<file path="config.mk">
export PLATFORM = sky130hd
export DESIGN_NAME = param_control_unit
export DESIGN_NICKNAME = d
export VERILOG_FILES = /design/src/rtl/param_cu_pkg.sv /design/src/rtl/param_control_unit.sv
export SDC_FILE = /design/constraint.sdc
export NUM_CORES = 1
export LEC_CHECK = 0
export BUFFER_PORTS_ARGS = -buffer_cell sky130_fd_sc_hd__buf_4
export CORE_ASPECT_RATIO = 1.2
export CORE_UTILIZATION = 48
export CTS_CLUSTER_DIAMETER = 40
export DETAILED_ROUTE_END_ITERATION = 10
export PLACE_DENSITY_LB_ADDON = 0.08
export SLEW_MARGIN = 20
export SYNTH_ARGS = -nofsm -noshare
export SYNTH_HDL_FRONTEND = slang
export SYNTH_SLANG_ARGS = --single-unit
</file>
<file path="constraint.sdc">
create_clock -name clk -period 2.34 [get_ports clk]
set_input_delay 0.351 -clock clk [delete_from_list [all_inputs] [get_ports clk]]
set_output_delay 0.351 -clock clk [all_outputs]
set_load 0.02 [all_outputs]
</file>
<file path="src/rtl/param_cu_pkg.sv">
// Shared encodings for the parametrised instruction sequencer:
// opclasses, FSM states, bus-source codes and ALU modes.
package param_cu_pkg;

  typedef enum logic [3:0] {
    OP_NOP   = 4'd0,
    OP_LDI   = 4'd1,
    OP_LDM   = 4'd2,
    OP_STM   = 4'd3,
    OP_MVAR  = 4'd4,
    OP_MVRA  = 4'd5,
    OP_ADD   = 4'd6,
    OP_SUB   = 4'd7,
    OP_MUL   = 4'd8,
    OP_CLRAC = 4'd9,
    OP_INCAC = 4'd10,
    OP_JPNZ  = 4'd11,
    OP_JPZ   = 4'd12,
    OP_LDAR  = 4'd13,
    OP_RSVD  = 4'd14,
    OP_HALT  = 4'd15
  } opclass_e;

  typedef enum logic [3:0] {
    S_IDLE   = 4'd0,
    S_F1     = 4'd1,
    S_F2     = 4'd2,
    S_F3     = 4'd3,
    S_E1     = 4'd4,
    S_E2     = 4'd5,
    S_E3     = 4'd6,
    S_E4     = 4'd7,
    S_E5     = 4'd8,
    S_HALTED = 4'd9
  } state_e;

  localparam int unsigned BUS_IMEM = 32'd0;
  localparam int unsigned BUS_DMEM = 32'd1;
  localparam int unsigned BUS_PC   = 32'd2;
  localparam int unsigned BUS_DR   = 32'd3;
  localparam int unsigned BUS_AC   = 32'd4;
  localparam int unsigned R_BASE   = 32'd8;

  localparam logic [2:0] ALU_ADD  = 3'd0;
  localparam logic [2:0] ALU_SUB  = 3'd1;
  localparam logic [2:0] ALU_MUL  = 3'd2;
  localparam logic [2:0] ALU_PASS = 3'd4;

  // Opclasses whose low nibble names a general register.
  function automatic logic uses_reg(input opclass_e op);
    case (op)
      OP_MVAR, OP_MVRA, OP_ADD, OP_SUB, OP_MUL, OP_LDAR: uses_reg = 1'b1;
      default:                                           uses_reg = 1'b0;
    endcase
  endfunction

endpackage

</file>
<file path="src/rtl/param_control_unit.sv">
// Instruction sequencer: fetch/decode/execute FSM driving datapath strobes,
// with mem_ready stretching, start/done handshake and illegal-register flag.
module param_control_unit
  import param_cu_pkg::*;
#(
  parameter  int NUM_REGS = 8,
  localparam int SEL_W    = $clog2(NUM_REGS + 8)
) (
  input  logic                clk,
  input  logic                rst,
  input  logic                start,
  input  logic [7:0]          ir,
  input  logic                z,
  input  logic                mem_ready,
  output logic                ar_we,
  output logic                pc_we,
  output logic                dr_we,
  output logic                ir_we,
  output logic                ac_we,
  output logic [NUM_REGS-1:0] reg_we,
  output logic                pc_inc,
  output logic                ac_inc,
  output logic                ac_clr,
  output logic                pc_clr,
  output logic [SEL_W-1:0]    bus_sel,
  output logic [2:0]          alu_mode,
  output logic                dm_wr,
  output logic                busy,
  output logic                done,
  output logic                illegal
);

  state_e     state_q, state_d;
  opclass_e   op_s;
  logic [3:0] n_s;
  logic       reg_ok_s;
  logic       taken_s;
  logic       is_jump_s;

  // Instruction field decode.
  always_comb begin
    op_s      = opclass_e'(ir[7:4]);
    n_s       = ir[3:0];
    reg_ok_s  = (32'(n_s) < 32'(NUM_REGS));
    is_jump_s = (op_s == OP_JPNZ) || (op_s == OP_JPZ);
    taken_s   = (op_s == OP_JPNZ) ? ~z : z;
  end

  // Next state and state-decoded outputs; reset forces the quiet defaults.
  always_comb begin
    state_d  = state_q;
    ar_we    = 1'b0;
    pc_we    = 1'b0;
    dr_we    = 1'b0;
    ir_we    = 1'b0;
    ac_we    = 1'b0;
    reg_we   = '0;
    pc_inc   = 1'b0;
    ac_inc   = 1'b0;
    ac_clr   = 1'b0;
    pc_clr   = 1'b0;
    bus_sel  = '0;
    alu_mode = ALU_PASS;
    dm_wr    = 1'b0;
    busy     = 1'b0;
    done     = 1'b0;
    illegal  = 1'b0;
    if (rst) begin
      state_d = S_IDLE;
    end else begin
      busy = (state_q != S_IDLE) && (state_q != S_HALTED);
      done = (state_q == S_HALTED);
      case (state_q)
        S_IDLE, S_HALTED: begin
          if (start) begin
            pc_clr  = 1'b1;
            state_d = S_F1;
          end else begin
            state_d = state_q;
          end
        end
        S_F1: begin
          bus_sel = SEL_W'(BUS_PC);
          ar_we   = 1'b1;
          state_d = S_F2;
        end
        S_F2: begin
          bus_sel = SEL_W'(BUS_IMEM);
          dr_we   = 1'b1;
          if (mem_ready) begin
            pc_inc  = 1'b1;
            state_d = S_F3;
          end else begin
            state_d = S_F2;
          end
        end
        S_F3: begin
          bus_sel = SEL_W'(BUS_DR);
          ir_we   = 1'b1;
          state_d = S_E1;
        end
        S_E1: begin
          state_d = S_F1;
          if (uses_reg(op_s) && !reg_ok_s) begin
            illegal = 1'b1;
          end else begin
            case (op_s)
              OP_LDI, OP_LDM, OP_STM: begin
                bus_sel = SEL_W'(BUS_PC);
                ar_we   = 1'b1;
                state_d = S_E2;
              end
              OP_MVAR: begin
                bus_sel = SEL_W'(BUS_AC);
                reg_we  = NUM_REGS'(1'b1) << n_s;
              end
              OP_MVRA, OP_ADD, OP_SUB, OP_MUL: begin
                bus_sel = SEL_W'(R_BASE) + SEL_W'(n_s);
                ac_we   = 1'b1;
                case (op_s)
                  OP_ADD:  alu_mode = ALU_ADD;
                  OP_SUB:  alu_mode = ALU_SUB;
                  OP_MUL:  alu_mode = ALU_MUL;
                  default: alu_mode = ALU_PASS;
                endcase
              end
              OP_CLRAC: ac_clr = 1'b1;
              OP_INCAC: ac_inc = 1'b1;
              OP_JPNZ, OP_JPZ: begin
                if (taken_s) begin
                  bus_sel = SEL_W'(BUS_PC);
                  ar_we   = 1'b1;
                  state_d = S_E2;
                end else begin
                  pc_inc  = 1'b1;
                end
              end
              OP_LDAR: begin
                bus_sel = SEL_W'(R_BASE) + SEL_W'(n_s);
                ar_we   = 1'b1;
              end
              OP_HALT: state_d = S_HALTED;
              default: state_d = S_F1;
            endcase
          end
        end
        S_E2: begin
          bus_sel = SEL_W'(BUS_IMEM);
          dr_we   = 1'b1;
          if (mem_ready) begin
            pc_inc  = ~is_jump_s;
            state_d = S_E3;
          end else begin
            state_d = S_E2;
          end
        end
        S_E3: begin
          bus_sel = SEL_W'(BUS_DR);
          case (op_s)
            OP_LDI: begin
              ac_we   = 1'b1;
              state_d = S_F1;
            end
            OP_LDM, OP_STM: begin
              ar_we   = 1'b1;
              state_d = S_E4;
            end
            OP_JPNZ, OP_JPZ: begin
              pc_we   = 1'b1;
              state_d = S_F1;
            end
            default: state_d = S_F1;
          endcase
        end
        S_E4: begin
          // STM drives AC out to memory; LDM pulls the data word into DR.
          if (op_s == OP_STM) begin
            bus_sel = SEL_W'(BUS_AC);
            dm_wr   = 1'b1;
          end else begin
            bus_sel = SEL_W'(BUS_DMEM);
            dr_we   = 1'b1;
          end
          if (mem_ready) begin
            state_d = (op_s == OP_STM) ? S_F1 : S_E5;
          end else begin
            state_d = S_E4;
          end
        end
        S_E5: begin
          bus_sel = SEL_W'(BUS_DR);
          ac_we   = 1'b1;
          state_d = S_F1;
        end
        default: state_d = S_IDLE;
      endcase
    end
  end

  // State register.
  always_ff @(posedge clk) begin
    if (rst) begin
      state_q <= S_IDLE;
    end else begin
      state_q <= state_d;
    end
  end

endmodule

</file>
==> results.md <==
* DRT iter0 DRCs at 50
* Die area at 2310 um2
* Hold WC Path Type: in2reg
* Drt drc at 0
* Synth cell types at 48
* Synth cell count leaders: nor2_1, a21oi_1, nand2_1
* HP Start: rst
* Biggest regs: state_q: 4 flops
* NetSw at 211 uW
* Total number of vias at 1,437
* Die Y at 52.4 um
* Die Wd at 44 um
* TritonRoute pass-1 iters at 6
* Endpoints failing setup at 0
* GR Overflow Total at 0
* CTS tree: yes
* Most used DFF post-synth: dfxtp_1
* Cts bufs inserted at 3
* Worst setup startpoint: state_q[3]$_SDFFE_PP0P_
* Area leader, netlist: dfxtp_1
* Crit end category: primary output
* Slew @ Worst Pin at 0.442 ns
* First-pass GRT wire length at 5.73 mm
* Post-synth EDFFs at 0
* Clock Latency Late Sink at 0.23 ns
* Slack of the critical path at 0.0515 ns
* Design area at 1410 um2
* Period utilization at 0.978
* Routed Antenna Nets at 0
* Hold Fails Final Rpt at 0
* Max Clk Rate at 437 MHz
* Final WL at 3.41 mm
* Avg Inst Size Synth at 6.19 um2
* Largest fanout on the critical path at 8
* Synth Register Bits at 4
* Detailed-placement wirelength estimate at 2.65 mm
* PwrDens at 321 nW/um2
* Syn Inst Count at 164
* Core ar. at 1910 um2
* Post-CTS Setup Bufs at 0
* Clock power frac at 0.182
* Max Cap Viol at 0
* Switching portion of total power at 0.465
* Antenna diodes at 0
* Initial antenna violation count at 0
* Largest net degree at the start of global routing at 17
* R2r startpoint: state_q[1]$_SDFFE_PP0P_
* Top reg by flops: state_q
* LEAKAGE at 0.000537 uW
* Reg power frac at 0.217
* Cts hold-fix bufs at 0
* Pre-CTS setup slack at 0.110 ns
* # nets final at 219
* Number of global-route vias before repair at 1,276
* RSZ-0062 raised after global routing: true
* Max clock buf depth at 2
* Area added between synthesis and finish at 38.8%
* Fraction of layout cells with a size suffix above 1 at 0.324
* Maximum vdd drop at 0.236 mV
* Largest cells by area after synthesis: dfxtp_1, a21oi_1, nor2_1
* Asr flop ratio synth at 0
* Warnings from Yosys at 0
* # rows at 17
* Max-slew violation count at 0
* Sequential fraction of the synthesis area at 0.0788
* # IOs at 41
* CP arrival at 1.94 ns
* Most frequent cell after synthesis: nor2_1
* Top cell type's share of synthesized area at 0.0788
* CTS H-tree depth at 1
* Per-cell routed wire length at 15.3 um
* Status: complete, no violations
* Max reg flops at 4
* Combinational share of power at 0.601
* Post-layout minimum cycle time at 2.29 ns
* Tightest slew margin relative to the limit at 0.704
* Worst Skew at 0.00520 ns
* Global Route Usage Sum at 0.319
* Mapped Area at 1020 um2
* Starting Density at 0.531
* Clk slew on worst S/H paths at 0.04 ns
* Critical path launch point type: register
* Gp weighted congestion at 0.936
* Area of placed instances at 1360 um2
* CTS root buf: clkbuf_4
* CTS sink cnt at 4
* Pint at 242 uW
* IO Port Bufs at 40
* WP data required at 1.99 ns
* Type of the worst setup path: reg2out
* Post-Syn Nets at 177
* Vias per cell at 6.44
logic make-up (layout without fill, tap and decap cells):
logic type | count (synthesis) | in the layout | synth area share
simple gates | 91 | 91 | 0.505
compound gates | 50 | 50 | 0.331
buf+inv | 18 | 58 | 0.0764
flops | 4 | 4 | 0.0788
xor+xnor | 1 | 1 | 0.00862
worst max-delay path, cell delays in order (launching register included):
cell      delay (ns)
dfxtp_1         0.30
nand2b_4        0.18
nor3_4          0.27
nand3_4         0.15
or3_4           0.39
a221oi_2        0.25
buf_4           0.18
power groups by stage:
stage	logic, uW	registers [uW]	clock network [uW]
6_report	272	98.1	82.6
5_1_grt	299	98.9	93.2
4_1_cts	266	95.5	86.2
3_5_place_dp	264	96.5	0
3_3_place_gp	259	96.6	0
2_1_floorplan	188	78.7	0
final timing paths:
check	end	slack, ns	cells past startpoint
worst max register to register	state_q[0]$_SDFFE_PP0P_	0.84	6
worst min register to register	state_q[1]$_SDFFE_PP0P_	0.58	2
worst max-delay path	pc_inc	0.05	6
worst min-delay path	state_q[1]$_SDFFE_PP0P_	0.50	3
area by class of cell:
type                    instances  area, um2
clock buffers                   3       22.5
fillers                       179        504
inverters                       5       18.8
multi-input cells             142        887
flip-flops and latches          4       82.6
well taps                      19       23.8
repair buffers                 50        375
through the flow:
step,instances,TNS (ns),power (uW),utilization,hold WS (ns)
6_report,223,0,453,0.737,0.502
5_1_grt,223,-0.0699,491,0.737,0.529
4_1_cts,223,0,447,0.724,0.483
3_5_place_dp,220,0,360,0.708,0.654
3_3_place_gp,220,0,356,0.708,0.654
2_1_floorplan,164,0,267,-,0.579
per-layer routing:
metal / global-route usage / vias up / wire, um
met4: 0.0556 / 0 / 31
met5: 0 / - / 0
met2: 0.551 / 75 / 1740
li1: - / 703 / -
met1: 0.400 / 655 / 1390
met3: 0.0724 / 4 / 250
cell usage in the layout (no fill, tap or decap), drive strengths merged, types with 2 or more instances in the layout:
cell type	n
a22oi	3
a21oi	15
o22ai	2
o21a	2
o21ai	7
clkbuf	3
nand3	5
a31oi	4
or4	2
or2	2
or3	5
nor2b	2
a21o	4
o31a	2
and2	2
inv	5
nor3	14
buf	50
nor2	19
nand2b	9
o32ai	3
nor4b	3
nand2	14
dfxtp	4
nor4	5
repair_timing:
item / CTS / global route
cloned: 0 / 0
pin swaps: 0 / 2
endpoints found under the setup margin: 1 / 11
resized for setup: 1 / 6
Note: power is estimated with default switching activity, not from simulation.
